[src/rtl/quad_decoder_counter.sv]
// Quadrature encoder front end: synchroniser, per-line de-glitch filter, x4/x2/x1
// Gray-code decoder and wrapping signed position counter with direction/step/err.
module quad_decoder_counter #(
  parameter int CNT_W       = 16,
  parameter int SYNC_STAGES = 2,
  parameter int FILT_LEN    = 4
) (
  input  logic             clk,
  input  logic             rst,
  input  logic             a,
  input  logic             b,
  input  logic             en,
  input  logic [1:0]       mode,
  input  logic             clr,
  input  logic             err_clr,
  output logic [CNT_W-1:0] pos,
  output logic [1:0]       dir,
  output logic             step,
  output logic             err
);

  localparam int FC_W = (FILT_LEN > 1) ? $clog2(FILT_LEN + 1) : 1;
  localparam int IC_W = $clog2(SYNC_STAGES + 2);

  logic [SYNC_STAGES-1:0] sync_a_r;
  logic [SYNC_STAGES-1:0] sync_b_r;
  logic [1:0]             sync_out_s;
  logic [1:0]             filt_r;
  logic [1:0]             prev_r;
  logic [FC_W-1:0]        fcnt_r [2];
  logic [IC_W-1:0]        init_cnt_r;
  logic                   init_done_s;
  logic [1:0]             diff_s;
  logic                   cw_s;
  logic                   ccw_s;
  logic                   illegal_s;
  logic                   counted_s;
  logic                   count_ok_s;

  // Gray {A,B} to quadrature phase index: 00->0, 01->1, 11->2, 10->3.
  function automatic logic [1:0] gray2bin(input logic [1:0] g);
    return {g[1], g[1] ^ g[0]};
  endfunction

  assign sync_out_s  = {sync_a_r[SYNC_STAGES-1], sync_b_r[SYNC_STAGES-1]};
  assign init_done_s = (init_cnt_r == IC_W'(SYNC_STAGES + 1));

  // Input synchronisers for the asynchronous encoder pins.
  always_ff @(posedge clk) begin
    if (rst) begin
      sync_a_r <= '0;
      sync_b_r <= '0;
    end else begin
      sync_a_r <= {sync_a_r[SYNC_STAGES-2:0], a};
      sync_b_r <= {sync_b_r[SYNC_STAGES-2:0], b};
    end
  end

  // Per-line stability filter; during init the filtered level follows the sync output.
  always_ff @(posedge clk) begin
    if (rst) begin
      filt_r     <= 2'b00;
      init_cnt_r <= '0;
      for (int i = 0; i < 2; i++) fcnt_r[i] <= '0;
    end else begin
      if (!init_done_s) begin
        init_cnt_r <= init_cnt_r + 1'b1;
      end else begin
        init_cnt_r <= init_cnt_r;
      end
      for (int i = 0; i < 2; i++) begin
        if (!init_done_s) begin
          filt_r[i] <= sync_out_s[i];
          fcnt_r[i] <= '0;
        end else if (sync_out_s[i] != filt_r[i]) begin
          if (fcnt_r[i] == FC_W'(FILT_LEN - 1)) begin
            filt_r[i] <= sync_out_s[i];
            fcnt_r[i] <= '0;
          end else begin
            fcnt_r[i] <= fcnt_r[i] + 1'b1;
          end
        end else begin
          fcnt_r[i] <= '0;
        end
      end
    end
  end

  // Transition classification between previous and current filtered state.
  always_comb begin
    diff_s    = gray2bin(filt_r) - gray2bin(prev_r);
    cw_s      = (diff_s == 2'b01);
    ccw_s     = (diff_s == 2'b11);
    illegal_s = (diff_s == 2'b10) && init_done_s;
    case (mode)
      2'b01:   counted_s = (filt_r[1] != prev_r[1]);
      2'b10:   counted_s = ((prev_r == 2'b01) && (filt_r == 2'b11)) ||
                           ((prev_r == 2'b11) && (filt_r == 2'b01));
      default: counted_s = 1'b1;
    endcase
    if (init_done_s && en && (cw_s || ccw_s)) begin
      count_ok_s = counted_s;
    end else begin
      count_ok_s = 1'b0;
    end
  end

  // Position, direction, step strobe and sticky error.
  always_ff @(posedge clk) begin
    if (rst) begin
      prev_r <= 2'b00;
      pos    <= '0;
      dir    <= 2'b00;
      step   <= 1'b0;
      err    <= 1'b0;
    end else begin
      prev_r <= init_done_s ? filt_r : sync_out_s;
      step   <= 1'b0;
      if (clr) begin
        pos <= '0;
        dir <= 2'b00;
      end else if (count_ok_s) begin
        step <= 1'b1;
        if (cw_s) begin
          pos <= pos + {{(CNT_W-1){1'b0}}, 1'b1};
          dir <= 2'b01;
        end else begin
          pos <= pos - {{(CNT_W-1){1'b0}}, 1'b1};
          dir <= 2'b10;
        end
      end else begin
        pos <= pos;
        dir <= dir;
      end
      // A new illegal transition wins over a simultaneous clear request.
      if (err_clr) begin
        err <= illegal_s && en;
      end else if (illegal_s && en) begin
        err <= 1'b1;
      end else begin
        err <= err;
      end
    end
  end

endmodule
[config.mk]
export PLATFORM = sky130hd
export DESIGN_NAME = quad_decoder_counter
export DESIGN_NICKNAME = d
export VERILOG_FILES = /design/src/rtl/quad_decoder_counter.sv
export SDC_FILE = /design/constraint.sdc
export NUM_CORES = 1
export LEC_CHECK = 0
export CORE_AREA = 3 3 72 74
export DETAILED_ROUTE_END_ITERATION = 16
export DIE_AREA = 0 0 75 77
export PLACE_DENSITY_LB_ADDON = 0.15
export SYNTH_ARGS = -nofsm -noshare
export SYNTH_HDL_FRONTEND = slang
export SYNTH_SLANG_ARGS = --single-unit
[constraint.sdc]
create_clock -name clk -period 4.3 [get_ports clk]
set_clock_uncertainty 0.05 [all_clocks]
set_input_delay 0.645 -clock clk [delete_from_list [all_inputs] [get_ports clk]]
set_output_delay 0.645 -clock clk [all_outputs]
set_load 0.1 [all_outputs]
# Word-level counts from Yosys, hierarchy flattened
# Memory sizes are Yosys's and may differ from the RTL's.
# Cells that the tools add are included.
# totals
regBits	30
ram_bits	6
in_bits	9
out_inout_bits	20
elab_cells	113
memories	1
# classes
add_sub_neg	6
eq_ne	19
mux	55
n_bitwise	10
n_reduce_logical	12
# mem_list
memory	words	word_bits	rd	rd_clocked_by_memory_dff	write_ports	line	source
fcnt_r	2	3	2	0	2	30	logic [FC_W-1:0] fcnt_r [2];
# op_table
operator	n
$mux W1	43
$mux W3	8
$add A16 B1 Y16 const B	1
$mux W16	1
$sub A16 B1 Y16 const B	1
$eq A2 B2 Y1 const B	6
$eq A2 B1 Y1 const B	4
$ne A2 B1 Y1 const B	4
$or A1 B1 Y1	8
$add A3 B1 Y3 const B	2
$eq A3 B2 Y1 const B	2
$logic_and A1 B1 Y1	6
$mux W2	2
$reduce_and A2 Y1	2
$ne A1 B1 Y1	3
$add A2 B1 Y2 const B	1
$logic_or A1 B1 Y1	2
$pmux W1 S2	1
$reduce_bool A2 Y1	1
$reduce_or A2 Y1	1
$sub A2 B2 Y2	1
$xor A1 B1 Y1	2

# Longest topological paths before layout
# logic_depth
ltp_word	9
depth_mapped	14

# Worst setup path after synthesis
# No wires, ideal clock.
# synth_path
path_type	flip-flop to flip-flop
start	reg filt_r[1]
end	reg pos[12]
setup_ps	65
arrival_ps	3045
required_ps	4185
setup_slack_ps	1139
stages_incl_launch_ff	12
n_path_buf	0
cell_sequence	dfxtp_1 -> inv_1 -> ha_1 -> ha_1 -> or2_2 -> ha_1 -> nor2b_1 -> o31ai_1 -> a21oi_1 -> o211a_1 -> or3_1 -> nand3_1
# synth_between
elab_chain_len	6
word_cells_on_any_way	15
# synth_lines
item	line	source
start, declared	28	logic [1:0] filt_r;
start signal, assigned by index	73	filt_r[i] <= sync_out_s[i];
start signal, assigned by index	77	filt_r[i] <= sync_out_s[i];
$xor A1 B1 Y1	42	return {g[1], g[1] ^ g[0]};
$sub A2 B2 Y2	91	diff_s = gray2bin(filt_r) - gray2bin(prev_r);
$eq A2 B1 Y1 / $eq A2 B2 Y1 (equally long branches)	92, 93	
$logic_or A1 B1 Y1	101	if (init_done_s && en && (cw_s || ccw_s)) begin
$logic_and A1 B1 Y1	101	
$mux W1	101	
end signal, assigned	125	pos <= pos + {{(CNT_W-1){1'b0}}, 1'b1};
end signal, assigned	128	pos <= pos - {{(CNT_W-1){1'b0}}, 1'b1};
end signal, assigned	132	pos <= pos;
end, declared	16	output logic [CNT_W-1:0] pos,
# Several ways; a longest one is shown, not always the timed one.
# A chain may end at the register's enable or synchronous reset.

# Worst setup path in the final report
# layout_path
start	reg filt_r[1]
end	reg pos[12]
# layout_between
elab_chain_len	6
word_cells_on_any_way	15
# layout_lines
item	line	source
$xor A1 B1 Y1	42	
$sub A2 B2 Y2 *	91	
$eq A2 B1 Y1 *	92	cw_s = (diff_s == 2'b01);
via cw_s	34	logic cw_s;
$logic_or A1 B1 Y1	101	
$logic_and A1 B1 Y1	101	
$mux W1	101	
# The timed path passes the listed nets; every way through them passes the cells marked *.

==> results.cfg <==
[run_status]
outcome = complete, no violations

[synth]
async_reset_ff_share_pct = 0
synth_top_cell_by_area = dfxtp_1
netlist_top_cells_area = dfxtp_1 (26%), ha_1 (15%), edfxtp_1 (7.9%), nor2_1 (4.9%), xnor2_1 (4.2%)
synth_top_area_share_pct = 26.23
ys.flop_type = dfxtp_1
ys_ff_latch = 36
synth_area_um2 = 2290
synthCells = 263
ys_seq_area_share_pct = 34.10
yosysUniqueCellTypes = 45
synth_edf_count = 6
yosys_warnings = 0
synth.avg_cell_area_um2 = 8.706

[power]
power_density_nw_per_um2 = 294.1
leakagePower_nw = 1.151
max-vdd-ir-drop_mv = 0.1514

[worst_setup_path]
criticalPathCategory = register to register
critPathSlowestCell = or2_2
regToRegEndpoint = pos[12]$_SDFFE_PP0P_
reg2reg_slack_ps = 790
worstRegToRegCells = 12
crit_path_start_kind = register
crit_chain = inv_1, ha_1, ha_1, or2_2, inv_1, fa_1, nor2b_1, o31ai_1, a21oi_1, o211a_1, or3_1, nand3_1
worstPathMaxFanout = 17
r2r_start = filt_r[1]$_SDFFE_PP0P_
crit_path_end_kind = register
arrival_ps = 3690
slowest_delay_ps = 490
worstPathRequired_ps = 4480

[global_route]
grt_use_total_pct = 17.09
grt_pass1_vias = 1813
grt_start_max_net_pins = 20
gr-usage-met2_pct = 26.83
grt_busiest_layer = met2
met3_usage_pct = 3.670
grt_antenna_before_repair = 0
gr-total-overflow = 0
grt_first_pass_wirelength_mm = 7.914
use_met1_pct = 22.87

[timing]
period_share_pct = 81.70
slew_violations = 0
rsz0062_at_grt = no
hold_slack_ps = 402.7
hold_viol = 0
fin_crit_ps = 3513
setup_viol = 0
max_freq_ghz = 0.2846
max_slew_margin_pct = 35.12
setup_tns_ps = 0
max_slew.worst_pin.slew_ps = 970.2

[floorplanning]
die_area_um2 = 5775
die_h_um = 77
fp.coreArea_um2 = 4661
initial_core_util_pct = 49.13
ios = 29
placementRows = 25
fp.dieW_um = 75

[drt]
drt_wl_total_mm = 4.501
drt_iter0_drc = 114
firstDrtPassIters = 4
ant_nets = 0
drc = 0
detail_route.vias_per_cell = 5.444
num_vias = 1900
wl_per_cell_um = 12.90

[clock_tree]
clockRootBuffer = clkbuf_8
worstSkewPairLatency_ps = 280
clk_pin_slew_worst_paths_ps = 70
cts_tree = done
htreeDepth = 2
clock_sinks = 36
cts_hold_buf = 0
post-cts-setup-buffers = 0
ctsResizeCount = 0
cts_buffers = 5
cts_buffer_depth = 2

[placement]
place_congestion = 0.8558
dpl.hpwl_mm = 3.240
port_buffers = 28

[final_layout]
multi_input_area_um2 = 1433
area_growth_pct = 19.02
final_util_pct = 58.47
drive_above_1_share_pct = 3.729
fill_cells = 402
layout.nets = 331
seq_area_um2 = 780.7
antennaDiodeCount = 0

[run]
max_cap_viol_count = 0

[worst_hold_path]
hp-start = sync_a_r[0]$_SDFF_PP0_
min_path_cells = 1
holdCritPathClass = register to register
hold_end = sync_a_r[1]$_SDFF_PP0_
[metrics by stage]
step / worst slack [ps] / std cells / power [W] / cell area [µm²]
CTS: 804.9 / 349 / 0.0008165 / 2725
finish: 786.9 / 349 / 0.0008015 / 2725
global route: 519.8 / 349 / 0.0008503 / 2725
global placement: 876.1 / 341 / 0.0005177 / 2618
detailed placement: 792.7 / 341 / 0.0005170 / 2618
floorplan: 1139 / 268 / 0.0004850 / 2308
[sequential cells by signal, indices dropped and copies added (netlist names)]
register / count
sync_a_r: 2
filt_r: 2
step: 1
dir: 2
err: 1
prev_r: 2
sync_b_r: 2
init_cnt_r: 2
pos: 16
fcnt_r: 6
[synthesized netlist by cell type, drive strengths merged (2+ instances only)]
library cell  count
dfxtp            30
nor2             30
ha               27
nand2            18
o21ai            16
inv              15
a21oi            14
nand3            12
xnor2            11
a211oi            7
a21o              6
clkbuf            6
edfxtp            6
mux2i             6
nor2b             6
nor3              6
or3               5
nand2b            4
a311oi            3
buf               3
nand4             3
o211ai            3
o31ai             3
and3              2
o2111ai           2
o21a              2
or2               2
xor2              2
[layer usage]
metal | vias to the layer above | wire [µm]
met4 | 0 | 50
met5 | - | 0
li1 | 995 | -
met3 | 4 | 145
met2 | 31 | 1994
met1 | 870 | 2311
[area by class of cell]
type / instances / share of cell area, %
clock buffers: 6 / 2.663
repair buffers: 28 / 10.28
well taps: 54 / 2.479
inverters: 15 / 2.066
clock inverters: 2 / 1.286
flip-flops and latches: 36 / 28.65
multi-input cells: 208 / 52.57
[worst max path at each step]
| stage | slack (ps) | endpoint | depth (start not counted) | from |
|---|---|---|---|---|
| 2_1_floorplan | 1140 | pos[12]$_SDFFE_PP0P_ | 11 | filt_r[1]$_SDFFE_PP0P_ |
| 3_3_place_gp | 880 | pos[12]$_SDFFE_PP0P_ | 12 | filt_r[1]$_SDFFE_PP0P_ |
| 3_5_place_dp | 790 | pos[12]$_SDFFE_PP0P_ | 12 | filt_r[1]$_SDFFE_PP0P_ |
| 4_1_cts | 800 | pos[12]$_SDFFE_PP0P_ | 12 | filt_r[1]$_SDFFE_PP0P_ |
| 5_1_grt | 520 | pos[12]$_SDFFE_PP0P_ | 12 | filt_r[1]$_SDFFE_PP0P_ |
| 6_report | 790 | pos[12]$_SDFFE_PP0P_ | 12 | filt_r[1]$_SDFFE_PP0P_ |
[worst max-delay path: cells and delay by family, from the launching register on]
family | cells | cell delay (ps)
buffers and inverters | 2 | 310
AOI/OAI and AO/OA | 3 | 740
DFF | 1 | 440
adders and majority gates | 3 | 880
and+or+nand+nor | 4 | 1020
[cells by family (layout without fill, tap and decap cells)]
group | Yosys count | in the layout | share of synthesized area (%)
AOI/OAI and AO/OA | 64 | 64 | 19.13
xor gates and xnor gates | 13 | 13 | 4.973
adders and majority gates | 28 | 28 | 15.63
buffers and inverters | 24 | 51 | 4.153
DFF | 36 | 36 | 34.10
muxes | 6 | 6 | 2.623
other | 1 | 6 | 0.1638
and+or+nand+nor | 91 | 91 | 19.24
[cells in the final DEF, fill, tap and decap left out, types with 7 or more instances in the layout]
| cell | synthesis | layout |
|---|---|---|
| a211oi_1 | 7 | 7 |
| a21oi_1 | 14 | 14 |
| clkdlybuf4s50_1 | 0 | 28 |
| dfxtp_1 | 30 | 30 |
| ha_1 | 27 | 27 |
| inv_1 | 15 | 15 |
| nand2_1 | 18 | 18 |
| nand3_1 | 12 | 12 |
| nor2_1 | 30 | 30 |
| o21ai_0 | 16 | 16 |
| xnor2_1 | 11 | 11 |
[report_power, final]
group          internal, W  leakage [nW]  switching, W  total (W)
clock             0.000172        0.0552      0.000119   0.000291
sequential        0.000352         0.305    0.00000612   0.000358
combinational    0.0000637         0.791     0.0000882   0.000152
total             0.000588          1.15      0.000214   0.000801
Power figures use the tool's default switching activity.
